File: src/rtl/instr_fetch_unit_pkg.sv
// Shared definitions for the RV32I instruction fetch front end:
// FSM encodings, word geometry and the buffered entry layout.
package instr_fetch_unit_pkg;

    localparam int XLEN        = 32;
    localparam int INSTR_BYTES = 4;
    localparam logic [XLEN-1:0] DEFAULT_RESET_PC = 32'h0000_0000;

    typedef enum logic {
        FETCH_ST_FETCH = 1'b0,
        FETCH_ST_DRAIN = 1'b1
    } fetch_state_e;

    typedef struct packed {
        logic [XLEN-1:0] pc;
        logic [XLEN-1:0] instr;
    } fetch_entry_t;

endpackage

File: src/rtl/instr_fetch_fifo.sv
// Synchronous instruction buffer holding {pc, instr} entries; flush empties it
// immediately and takes priority over a same-cycle push or pop.
module instr_fetch_fifo
    import instr_fetch_unit_pkg::*;
#(
    parameter int DEPTH = 4,
    parameter int CNT_W = $clog2(DEPTH) + 1
) (
    input  logic             clk,
    input  logic             rst_n,
    input  logic             flush,
    input  logic             push,
    input  fetch_entry_t     push_data,
    input  logic             pop,
    output fetch_entry_t     head,
    output logic [CNT_W-1:0] count
);

    localparam int AW = $clog2(DEPTH);
    localparam logic [CNT_W-1:0] FULL = CNT_W'(DEPTH);

    fetch_entry_t     entries_q [DEPTH];
    logic [AW-1:0]    wr_ptr_q, wr_ptr_d;
    logic [AW-1:0]    rd_ptr_q, rd_ptr_d;
    logic [CNT_W-1:0] count_q, count_d;

    always_comb begin
        wr_ptr_d = wr_ptr_q;
        rd_ptr_d = rd_ptr_q;
        count_d  = count_q;
        if (flush) begin
            wr_ptr_d = '0;
            rd_ptr_d = '0;
            count_d  = '0;
        end else begin
            if (push) wr_ptr_d = wr_ptr_q + 1'b1;
            if (pop)  rd_ptr_d = rd_ptr_q + 1'b1;
            count_d = count_q + CNT_W'(push) - CNT_W'(pop);
        end
    end

    always_ff @(posedge clk) begin
        if (!rst_n) begin
            wr_ptr_q <= '0;
            rd_ptr_q <= '0;
            count_q  <= '0;
        end else begin
            wr_ptr_q <= wr_ptr_d;
            rd_ptr_q <= rd_ptr_d;
            count_q  <= count_d;
        end
    end

    // Storage is data only; occupancy is tracked by count_q.
    always_ff @(posedge clk) begin
        if (push && !flush) entries_q[wr_ptr_q] <= push_data;
    end

    assign head  = entries_q[rd_ptr_q];
    assign count = count_q;

    a_no_overflow: assert property (@(posedge clk) disable iff (!rst_n)
        !(push && !flush && count_q == FULL));
    a_no_underflow: assert property (@(posedge clk) disable iff (!rst_n)
        !(pop && !flush && count_q == '0));

endmodule

File: src/rtl/instr_fetch_unit.sv
// Fetch front end: PC, credit-limited request issue, in-order response buffering,
// and redirect handling that drains stale in-flight responses.
module instr_fetch_unit
    import instr_fetch_unit_pkg::*;
#(
    parameter logic [31:0] RESET_PC   = DEFAULT_RESET_PC,
    parameter int          FIFO_DEPTH = 4
) (
    input  logic        clk,
    input  logic        rst_n,
    output logic        imem_req_valid,
    input  logic        imem_req_ready,
    output logic [31:0] imem_req_addr,
    input  logic        imem_rsp_valid,
    input  logic [31:0] imem_rsp_data,
    input  logic        redirect_valid,
    input  logic [31:0] redirect_pc,
    output logic        instr_valid,
    input  logic        instr_ready,
    output logic [31:0] instr,
    output logic [31:0] instr_pc
);

    localparam int CNT_W = $clog2(FIFO_DEPTH) + 1;
    localparam logic [CNT_W:0]  CREDITS = (CNT_W + 1)'(FIFO_DEPTH);
    localparam logic [31:0]     PC_STEP = 32'(INSTR_BYTES);

    fetch_state_e     state_q, state_d;
    logic [31:0]      pc_q, pc_d;
    logic [CNT_W-1:0] outstanding_q, outstanding_d;
    logic [CNT_W-1:0] discard_q, discard_d;
    logic [CNT_W-1:0] fifo_count;
    logic [CNT_W:0]   credit_sum;
    fetch_entry_t     fifo_head, push_entry;
    logic             req_fire, push, pop, fifo_valid;
    logic [1:0]       redirect_pc_unused;

    assign redirect_pc_unused = redirect_pc[1:0];
    assign credit_sum = {1'b0, fifo_count} + {1'b0, outstanding_q};
    assign req_fire   = imem_req_valid & imem_req_ready;
    assign fifo_valid = (fifo_count != '0);
    assign pop        = fifo_valid & instr_ready & ~redirect_valid;
    assign push       = imem_rsp_valid & (discard_q == '0) & ~redirect_valid;

    // Every in-flight request is newer than the buffered ones, so the oldest one sits at pc - 4*outstanding.
    assign push_entry.pc    = pc_q - 32'(outstanding_q) * PC_STEP;
    assign push_entry.instr = imem_rsp_data;

    always_ff @(posedge clk) begin
        if (!rst_n) begin
            state_q       <= FETCH_ST_FETCH;
            pc_q          <= RESET_PC;
            outstanding_q <= '0;
            discard_q     <= '0;
        end else begin
            state_q       <= state_d;
            pc_q          <= pc_d;
            outstanding_q <= outstanding_d;
            discard_q     <= discard_d;
        end
    end

    always_comb begin
        state_d = state_q;
        if (redirect_valid)
            state_d = (discard_d != '0) ? FETCH_ST_DRAIN : FETCH_ST_FETCH;
        else if (state_q == FETCH_ST_DRAIN && discard_d == '0)
            state_d = FETCH_ST_FETCH;
    end

    always_comb begin
        imem_req_valid = 1'b0;
        if (rst_n && state_q == FETCH_ST_FETCH && !redirect_valid && credit_sum < CREDITS)
            imem_req_valid = 1'b1;
    end

    always_comb begin
        pc_d          = pc_q;
        discard_d     = discard_q;
        outstanding_d = outstanding_q + CNT_W'(req_fire) - CNT_W'(imem_rsp_valid);
        if (req_fire) pc_d = pc_q + PC_STEP;
        // A response arriving with the redirect is already stale, so it leaves the discard budget.
        if (redirect_valid) begin
            pc_d      = {redirect_pc[31:2], 2'b00};
            discard_d = outstanding_q - CNT_W'(imem_rsp_valid);
        end else if (imem_rsp_valid && discard_q != '0) begin
            discard_d = discard_q - 1'b1;
        end
    end

    assign imem_req_addr = pc_q;
    assign instr_valid   = fifo_valid;
    assign instr         = fifo_valid ? fifo_head.instr : '0;
    assign instr_pc      = fifo_valid ? fifo_head.pc    : '0;

    instr_fetch_fifo #(
        .DEPTH (FIFO_DEPTH),
        .CNT_W (CNT_W)
    ) u_fifo (
        .clk       (clk),
        .rst_n     (rst_n),
        .flush     (redirect_valid),
        .push      (push),
        .push_data (push_entry),
        .pop       (pop),
        .head      (fifo_head),
        .count     (fifo_count)
    );

    a_credit_limit: assert property (@(posedge clk) disable iff (!rst_n)
        credit_sum <= CREDITS);

endmodule
File: config.mk
export PLATFORM = sky130hd
export DESIGN_NAME = instr_fetch_unit
export DESIGN_NICKNAME = d
export VERILOG_FILES = /design/src/rtl/instr_fetch_unit_pkg.sv /design/src/rtl/instr_fetch_fifo.sv /design/src/rtl/instr_fetch_unit.sv
export SDC_FILE = /design/constraint.sdc
export NUM_CORES = 1
export LEC_CHECK = 0
export BUFFER_PORTS_ARGS = -buffer_cell sky130_fd_sc_hd__buf_2
export CORE_UTILIZATION = 35
export DETAILED_ROUTE_END_ITERATION = 12
export PLACE_DENSITY = 0.64
export SYNTH_ARGS = -nofsm -noshare
export SYNTH_HDL_FRONTEND = slang
export SYNTH_SLANG_ARGS = --single-unit
File: constraint.sdc
create_clock -name clk -period 2.6 [get_ports clk]
set_input_delay 0.39 -clock clk [delete_from_list [all_inputs] [get_ports clk]]
set_output_delay 0.39 -clock clk [all_outputs]
set_load 0.05 [all_outputs]
==> summary.md, run 1 <==
| Metric | Value |
|---|---|
| CTS tree | `done` |
| Yosys warning total | `0` |
| Sw frac | `25.4%` |
| Routed wire length per instance | `20.1 um` |
| Worst-path maximum fanout | `23` |
| Pint | `0.00853 W` |
| Worst vdd ir | `641 uV` |
| Final HPWL DP | `19.7 mm` |
| Initial core utilization | `35.6%` |
| RSZ-0062 raised after global routing | `yes` |
| Clock Skews | `23.6 ps` |
| Total core area | `35600 um2` |
| Worst path cell trace | `buf_12, mux4_2, nor2b_1, buf_2` |
| Worst Max-Slew Pin Slew | `918 ps` |
| Tmin final | `2510 ps` |
| Die X | `192 um` |
| HP Start | `redirect_pc[25]` |
| Worst Setup End Kind | `output port` |
| FF-to-FF Start | `imem_req_addr[2]` |
| Synthesis-stage register bit count | `294` |
| Critical path class | `flop to output port` |
| Clock buffer depth | `3` |
| Finished Layout Cells | `1495` |
| Run status | `finished clean` |
| Clock power share | `39.5%` |
| Clock Pin Slew Worst Setup and Hold Paths | `60 ps` |
| Initial DRC count | `571` |
| Final setup violation count | `0` |
| Gr ovfl total | `0` |
| Period utilisation layout | `96.5%` |
| Placed cell count | `1434` |
| Vias per std cell | `5.16` |
| Post-synth EDFFs | `248` |
| Clock root buffer | `clkbuf_16` |
| Cts hold-fix bufs | `0` |
| Vias in the first global route | `7783` |
| Pwr dens | `742 nW/um2` |
| Crit-path slowest cell | `mux4_2` |
| Sequential cell area fraction in the yosys report | `66.1%` |
| RePlAce Congestion | `0.838` |
| Die Y | `192 um` |
| Clk sinks | `294` |
| Post-synth ARST share | `0%` |
| Synth-to-Final Area Change | `21.9%` |
| WHS | `91.8 ps` |
| Cells after synthesis | `819` |
| Dominant synthesized flop cell | `edfxtp_1` |
| First-pass GRT wire length | `45.1 mm` |
| Number of core rows | `69` |
| Buf+Inv Stages, Crit Path | `2` |
| Drt drc | `0` |
| Leak | `5.54 nW` |
| Detailed Routing Iterations Pass 1 | `5` |
| Setup TNS | `0 ps` |
| WL final | `30.0 mm` |
| Post-synth top area cell | `edfxtp_1` |
| Fmax | `398 MHz` |
| Comb power frac | `12.5%` |
| Final nets | `1101` |
| Via count | `7718` |
| Flop pwr share | `48.0%` |
| Synth cell count leaders | `248 x edfxtp_1, 66 x nor2b_1, 62 x mux4_2, 46 x dfxtp_1, 39 x nand2_1` |
| CTS Buf Count | `34` |
| Crit-path max cell delay | `530 ps` |
| Final slew viol count | `0` |
| Antenna cells | `0` |
| Max-Cap Viols | `0` |
| Largest net degree at the start of global routing | `64` |
| Later-pin clock latency in the skew report | `500 ps` |
| CP required | `2210 ps` |
| Mapped Area | `12700 um2` |
| Die Area | `36900 um2` |
| DRT antenna net count | `0` |
| Share of layout cells above drive strength 1 | `33.9%` |
| H-tree depth | `2` |
| Post-synthesis average cell area | `15.5 um2` |
| Top-count cell post-synth | `edfxtp_1` |
| PortBufs | `161` |
| CP startpoint kind | `flop` |
| IO Pins | `168` |
| Global-route usage over all layers | `16.1%` |
| HP Class | `input pin to flop` |
| Worst slew margin | `38.6%` |
| Synth unique cells | `62` |
| Switching power of the nets | `0.00291 W` |
| Hold Violations, Final | `0` |
| Top post-synthesis cells by area | `edfxtp_1 59%, mux4_2 11%, dfxtp_1 7.3%` |
| Top Family by Delay on Critical Path | `multiplexers` |
| Post-synth top area share | `58.8%` |
| Crit path DAT | `2120 ps` |
| Initial antenna violation count | `0` |
==> cells in the final DEF (no fill, tap or decap), types with 34 or more instances in the layout <==
cell type | netlist | routed
clkbuf_16 | 0 | 35
nor2_1 | 36 | 35
mux4_2 | 62 | 62
edfxtp_1 | 248 | 248
nand2_1 | 39 | 39
nor2b_1 | 66 | 66
buf_2 | 12 | 161
dfxtp_1 | 46 | 41
buf_4 | 4 | 34
==> registers in the layout, indices dropped and copies added, names as in the netlist, named ones only <==
register,cells
discard_q,3
imem_req_addr,30
outstanding_q,3
state_q,1
u_fifo.count,3
u_fifo.entries_q,248
u_fifo.rd_ptr_q,2
u_fifo.wr_ptr_q,2
==> kinds of logic (layout without fill, tap and decap cells) <==
family	count (synthesis)	after routing	synth area share, %
other	1	4	0.0296
AND/OR/NAND/NOR	241	241	10.9
buffers and inverters	78	290	2.61
adder cells (fa/ha/maj)	21	21	2.25
XOR/XNOR	41	41	2.84
flip-flops	294	294	66.1
AO/OA/AOI/OAI	76	76	3.83
multiplexers	67	67	11.5
==> worst register-to-register path, cell delays in order, from the launching register on <==
cell	delay [ps]
dfxtp_2	350
inv_1	60
ha_1	170
inv_1	60
fa_1	420
a21oi_2	170
nand4_1	200
or4_4	530
nor3_4	180
xor2_2	210
==> layer usage <==
layer | share of wire [%] | GRT usage [%] | vias to the layer above
li1 | - | - | 3516
met1 | 44 | 22.1 | 3890
met2 | 48 | 26.2 | 267
met3 | 6.5 | 2.92 | 45
met4 | 2.1 | 4.24 | 0
met5 | 0 | 0 | -
==> metrics by stage <==
| stage | instance area, um2 | util, % | power (W) | worst slack, ps |
|---|---|---|---|---|
| after floorplan | 12700 | - | 0.00653 | -181 |
| after global placement | 14300 | 40.2 | 0.00698 | 87.7 |
| after detailed placement | 14300 | 40.2 | 0.00701 | 19.9 |
| after CTS | 15400 | 43.2 | 0.0116 | 1.04 |
| after global routing | 15400 | 43.4 | 0.0119 | -13.1 |
| final | 15400 | 43.4 | 0.0114 | 89.8 |
==> power by group through the flow <==
stage / clock [W] / combinational (W) / sequential (W)
6_report: 0.00452 / 0.00143 / 0.00549
5_1_grt: 0.00481 / 0.00156 / 0.00551
4_1_cts: 0.00464 / 0.00144 / 0.00549
3_5_place_dp: 0 / 0.00143 / 0.00558
3_3_place_gp: 0 / 0.00140 / 0.00558
2_1_floorplan: 0 / 0.000877 / 0.00565
==> final cells by class <==
class,count,area (um2)
multi-input combinational,450,4030
fill,3241,20100
clock buffer,44,930
sequential,294,8380
tap,461,577
timing repair buffer,207,1300
clock inverter,16,134
inverter,23,86.3
==> timing repair <==
| action | in CTS | in global routing |
|---|---|---|
| setup endpoints to repair | 4 | 12 |
| endpoints found under the hold margin | 0 | 0 |
| buffers inserted | 0 | 1 |
| resized for setup | 1 | 7 |
| pin swaps | 0 | 1 |
| cloned | 0 | 0 |
==> worst paths after layout <==
path	endpoint	slack (ps)	cells after the start
max	instr[10]	90	4
min	imem_req_addr[25]	90	2
max reg2reg	u_fifo.entries_q[0][60]	120	9
min reg2reg	flop	520	2
No activity file was read; power rests on OpenSTA's default activity.
==> run 2: changes to the inputs <==
CORE_MARGIN = 2   (was not set)
==> run 2 against run 1 <==
Against the previous run:
- hold slack lost 8.0 ps
- global-route usage shrank 0.55 points
- cell area grew 0.79%
- sequential share of layout area shrank 0.44 points
==> summary.md, run 2 (synthesized netlist as in run 1, its figures left out) <==
| Metric | Value |
|---|---|
| Run status | `finished clean` |
| Finished Layout Cells | `1495 (unchanged)` |
| Worst path cell trace | `clkbuf_16, mux4_2, nor2b_1, buf_2` |
| Initial core utilization | `35.6% (unchanged)` |
| Max-Cap Viols | `0 (unchanged)` |
| Largest Register | `u_fifo.entries_q` |
| Worst-path maximum fanout | `18 (-22%)` |
| Most frequent cells in the layout | `248 x edfxtp_1, 159 x buf_2, 66 x nor2b_1, 62 x mux4_2, 42 x dfxtp_1` |
| Detailed Routing Iterations Pass 1 | `5 (unchanged)` |
| Final worst setup slack | `84.8 ps (-5.01 ps)` |
| Period utilisation layout | `96.7% (+0.19 points)` |
| Worst slew margin | `37.8% (-0.84 points)` |
| Final instance area | `15500 um2 (+0.79%)` |
| Worst Max-Slew Pin Slew | `930 ps (+12.6 ps)` |
| H-tree depth | `2 (unchanged)` |
| Crit-path slowest cell | `mux4_2` |
| Routed wire length per instance | `19.8 um (-1.1%)` |
| Gr ovfl total | `0 (unchanged)` |
| Critical path class | `flop to output port` |
| Pwr dens | `756 nW/um2 (+2.0%)` |
| CTS Buf Count | `34 (unchanged)` |
| First-pass GRT wire length | `45.7 mm (+1.3%)` |
| Initial DRC count | `459 (-20%)` |
| Final HPWL DP | `19.5 mm (-1.1%)` |
| Most common cell after layout, fill and taps aside | `edfxtp_1` |
| Clock power share | `41.1% (+1.6 points)` |
| HP Start | `redirect_pc[25]` |
| Via count | `7636 (-1.1%)` |
| Comb power frac | `12.3% (-0.2 points)` |
| DRT antenna net count | `0 (unchanged)` |
| Later-pin clock latency in the skew report | `510 ps (about the same)` |
| Clock Skews | `15.1 ps (-8.55 ps)` |
| Vias per std cell | `5.11 (-1.1%)` |
| Global-route usage over all layers | `15.6% (-0.55 points)` |
| Die X | `194 um (+1.0%)` |
| Final nets | `1102 (+0.091%)` |
| WL final | `29.6 mm (-1.1%)` |
| Post-CTS sizing | `0 (-1)` |
| Leak | `5.58 nW (+0.76%)` |
| Antenna cells | `0 (unchanged)` |
| RSZ-0062 raised after global routing | `yes` |
| Number of core rows | `69 (unchanged)` |
| RePlAce Congestion | `0.817 (-2.5%)` |
| GR Layer Usage met3 | `3.18% (+0.26 points)` |
| Fmax | `398 MHz (-0.20%)` |
| Synth-to-Final Area Change | `22.9%` |
| Drt drc | `0 (unchanged)` |
| FF-to-FF Start | `imem_req_addr[2]` |
| Tmin final | `2520 ps (+5.01 ps)` |
| Clock root buffer | `clkbuf_16` |
| Worst vdd ir | `455 uV (-29%)` |
| HP Class | `input pin to flop` |
| Final slew viol count | `0 (unchanged)` |
| CP required | `2210 ps (about the same)` |
| Final setup violation count | `0 (unchanged)` |
| Max reg flops | `248 (unchanged)` |
| Flop pwr share | `46.6% (-1.4 points)` |
| Die Area | `37700 um2 (+2.1%)` |
| Largest net degree at the start of global routing | `64 (unchanged)` |
| Placed cell count | `1435 (+0.070%)` |
| PortBufs | `161 (unchanged)` |
| Dpl cell area | `14300 um2 (about the same)` |
| Pint | `0.00890 W (+4.3%)` |
| Vias in the first global route | `7666 (-1.5%)` |
| Cts hold-fix bufs | `0 (unchanged)` |
| Crit path DAT | `2130 ps (about the same)` |
| Post-CTS setup buffer count | `0 (unchanged)` |
| IO Pins | `168 (unchanged)` |
| Die Y | `194 um (+1.0%)` |
| Hold Violations, Final | `0 (unchanged)` |
| CTS tree | `done` |
| Clock buffer depth | `3 (unchanged)` |
| Met1 usage | `21.4% (-0.65 points)` |
| Clock Pin Slew Worst Setup and Hold Paths | `60 ps (about the same)` |
| Switching power of the nets | `0.00286 W (-1.8%)` |
| GR peak layer | `met2` |
| Worst Setup End Kind | `output port` |
| Share of layout cells above drive strength 1 | `33.8% (-0.097 points)` |
| CP startpoint kind | `flop` |
| Total core area | `35600 um2 (unchanged)` |
| Sw frac | `24.3% (-1.1 points)` |
| Place WS | `63.0 ps (+43.1 ps)` |
| Initial antenna violation count | `0 (unchanged)` |
| Clk sinks | `294 (unchanged)` |
| Met2 Usage GRT | `25.3% (-0.91 points)` |
| Crit-path max cell delay | `500 ps (-30 ps)` |
## run 2: changes by cell type in the layout (fill, tap and decap cells not counted), sizes merged
cell / previous run / this run
inv: 27 / 23
bufinv: 1 / 4
clkbuf: 44 / 45
## run 2: critical path, delay by kind of cell (launching register included)
kind	cells	cell delay (ps)
buf+inv	2	500
flops	1	450
simple gates	1	140
mux	1	500
## run 2: layout make-up
type | instances | area, um2
inverters | 23 | 86.3
clock buffers | 44 | 962
flip-flops and latches | 294 | 8380
well taps | 461 | 577
clock inverters | 15 | 188
multi-input cells | 450 | 4020
repair buffers | 208 | 1340
fillers | 3174 | 20000
## run 2: power groups by stage
stage	logic [W]	registers [W]	clock network, W
finish	0.00145	0.00548	0.00483
global placement	0.00143	0.00557	0
global route	0.00158	0.00549	0.00514
floorplan	0.000877	0.00565	0
detailed placement	0.00145	0.00557	0
CTS	0.00146	0.00547	0.00496
## run 2: worst paths after layout
check             cells past startpoint  slack (ps)                 endpoint
setup / recovery                      4          80                instr[30]
hold / removal                        2          80        imem_req_addr[25]
setup reg to reg                      8         120  u_fifo.entries_q[2][58]
hold reg to reg                       2         540       u_fifo.rd_ptr_q[1]
## run 2: metrics by stage
step | TNS, ps | utilization (%) | total power [W] | hold WS, ps
after global placement | 0 | 40.2 | 0.00700 | 502
after global routing | 0 | 43.7 | 0.0122 | 93.8
after CTS | 0 | 43.5 | 0.0119 | 69.0
after detailed placement | 0 | 40.2 | 0.00703 | 518
after floorplan | -196 | - | 0.00653 | 485
final | 0 | 43.7 | 0.0118 | 83.8
## run 2: per-layer routing
metal	wire length, um	vias up
met4	482	0
met2	14000	263
li1	-	3517
met5	0	-
met1	13200	3818
met3	1920	38
==> run 3: changes to the inputs <==
RECOVER_POWER = 50   (was not set)
==> run 3 against run 2 <==
Against the previous run:
- via count down 0.76%
- largest power group unchanged
- flip-flop and latch count unchanged
- hold slack better by 2.0 ps
- critical endpoint unchanged
- largest cell class unchanged
- non-clock buffer count stayed put
==> summary.md, run 3 (synthesized netlist as in run 1, its figures left out) <==
| Metric | Value |
|---|---|
| Final HPWL DP | `19.5 mm (unchanged)` |
| Tmin final | `2510 ps (-3.26 ps)` |
| Reg2Reg Depth | `9 (+1)` |
| Global-route usage over all layers | `15.6% (unchanged)` |
| HP Start | `redirect_pc[25]` |
| Hold Violations, Final | `0 (unchanged)` |
| Met2 WL | `14.0 mm (-0.52%)` |
| Clock root buffer | `clkbuf_16` |
| Fillers | `3220 (+1.4%)` |
| Die Y | `194 um (unchanged)` |
| Clock buffer depth | `3 (unchanged)` |
| Worst Max-Slew Pin Slew | `923 ps (-7.67 ps)` |
| Routed wire length per instance | `19.8 um (about the same)` |
| Final slew viol count | `0 (unchanged)` |
| WL final | `29.6 mm (about the same)` |
| Largest net degree at the start of global routing | `64 (unchanged)` |
| Comb power frac | `12.1% (-0.2 points)` |
| First-pass GRT wire length | `45.7 mm (unchanged)` |
| Later-pin clock latency in the skew report | `500 ps (about the same)` |
| Max-Cap Viols | `0 (unchanged)` |
| Number of core rows | `69 (unchanged)` |
| Run status | `finished clean` |
| Worst vdd ir | `453 uV (-0.46%)` |
| Vias per std cell | `5.07 (-0.76%)` |
| Fmax | `398 MHz (+0.13%)` |
| CTS Buf Count | `34 (unchanged)` |
| CTS tree | `done` |
| Period utilisation layout | `96.6% (-0.13 points)` |
| Total core area | `35600 um2 (unchanged)` |
| Drt drc | `0 (unchanged)` |
| CP startpoint kind | `flop` |
| Max reg flops | `248 (unchanged)` |
| Synth-to-Final Area Change | `21.9%` |
| Cts hold-fix bufs | `0 (unchanged)` |
| Met1 WL | `13.3 mm (+0.43%)` |
| Clock power share | `41.1% (about the same)` |
| Flop pwr share | `46.7% (about the same)` |
| Share of layout cells above drive strength 1 | `27.2% (-6.7 points)` |
| Worst slew margin | `38.3% (+0.51 points)` |
| Final setup violation count | `0 (unchanged)` |
| Clock Pin Slew Worst Setup and Hold Paths | `60 ps (about the same)` |
| Clk sinks | `294 (unchanged)` |
| Die X | `194 um (unchanged)` |
| Initial antenna violation count | `0 (unchanged)` |
| Final nets | `1102 (unchanged)` |
| HP Class | `input pin to flop` |
| Switching power of the nets | `0.00285 W (-0.27%)` |
| Pint | `0.00887 W (-0.33%)` |
| Cells on Worst Hold Path | `2 (unchanged)` |
| Total Power | `0.0117 W (-0.31%)` |
| Initial core utilization | `35.6% (unchanged)` |
| RePlAce Congestion | `0.817 (unchanged)` |
| CP required | `2210 ps (about the same)` |
| Worst Setup End Kind | `output port` |
| Most common cell after layout, fill and taps aside | `edfxtp_1` |
| Hold EP | `imem_req_addr[25]` |
| Setup TNS | `0 ps (unchanged)` |
| Die Area | `37700 um2 (unchanged)` |
| Worst path cell trace | `clkbuf_16, mux4_2, nor2b_1, buf_2` |
| Uppermost routed layer | `met4` |
| Via count | `7578 (-0.76%)` |
| Initial DRC count | `481 (+4.8%)` |
| H-tree depth | `2 (unchanged)` |
| Detailed Routing Iterations Pass 1 | `5 (unchanged)` |
| Gr ovfl total | `0 (unchanged)` |
| Final worst setup slack | `88.0 ps (+3.26 ps)` |
| Worst-path maximum fanout | `18 (unchanged)` |
| Sw frac | `24.3% (about the same)` |
| Pwr dens | `760 nW/um2 (+0.50%)` |
| Crit path DAT | `2120 ps (about the same)` |
| Util after Layout | `43.4% (-0.35 points)` |
| IO Pins | `168 (unchanged)` |
| Most frequent cells in the layout | `248 x edfxtp_1, 97 x buf_2, 73 x clkbuf_1, 66 x nor2b_1, 62 x mux4_2` |
| Reg2reg setup slack | `120 ps (about the same)` |
| Leak | `5.35 nW (-4.2%)` |
| Crit-path max cell delay | `500 ps (about the same)` |
| Crit-path slowest cell | `mux4_2` |
| Largest Register | `u_fifo.entries_q` |
| WL met3 | `1.92 mm (+0.26%)` |
| Vias in the first global route | `7666 (unchanged)` |
| Clock Skews | `14.2 ps (-0.883 ps)` |
| RSZ-0062 raised after global routing | `yes` |
| WHS | `85.8 ps (+2.01 ps)` |
| RR Endpoint | `u_fifo.entries_q[1][60]` |
| Antenna cells | `0 (unchanged)` |
| PortBufs | `161 (unchanged)` |
| Critical path class | `flop to output port` |
| Place WS | `63.0 ps (unchanged)` |
| FF-to-FF Start | `imem_req_addr[2]` |
| DRT antenna net count | `0 (unchanged)` |
[run 3: metrics by stage]
| step | std cells | instance area (um2) |
|---|---|---|
| 6_report | 1495 | 15400 |
| 4_1_cts | 1494 | 15500 |
| 3_5_place_dp | 1435 | 14300 |
| 5_1_grt | 1495 | 15400 |
| 3_3_place_gp | 1435 | 14300 |
| 2_1_floorplan | 822 | 12700 |
[run 3: how the worst max path moves through the flow]
stage / start / end
finish: flop / instr[30]
global placement: imem_req_addr[2] / u_fifo.entries_q[0][60]
global route: flop / instr_pc[30]
floorplan: outstanding_q[2] / outstanding_q[2]
detailed placement: imem_req_addr[2] / u_fifo.entries_q[2][62]
CTS: flop / instr[24]
[run 3: area by class of cell]
class                   instances  area (um2)  area share, %
flip-flops and latches        294        8380           54.3
well taps                     461         577           3.74
inverters                      23        86.3          0.560
clock inverters                15         188           1.22
clock buffers                  44         962           6.24
repair buffers                208        1220           7.92
multi-input cells             450        4010           26.0
[run 3: layer usage]
metal,global-route usage [%],vias up
li1,-,3516
met1,21.4,3752
met2,25.3,272
met3,3.18,38
met4,3.84,0
met5,0,-
[run 3: what timing repair did]
action	in CTS	in global routing
buffers inserted	0	0
endpoints found under the setup margin	0	46
gates resized for setup	0	15
[run 3: critical path: cells and delay by family, from the launching register on]
family,cells,cell delay (ps)
flip-flops,1,460
buffers and inverters,2,500
multiplexers,1,500
AND/OR/NAND/NOR,1,140
[run 3: power groups by stage]
stage	sequential [W]	combinational (W)	clock [W]
after global routing	0.00549	0.00155	0.00514
after detailed placement	0.00557	0.00145	0
after global placement	0.00557	0.00143	0
after CTS	0.00547	0.00146	0.00496
final	0.00548	0.00142	0.00482
after floorplan	0.00565	0.000877	0
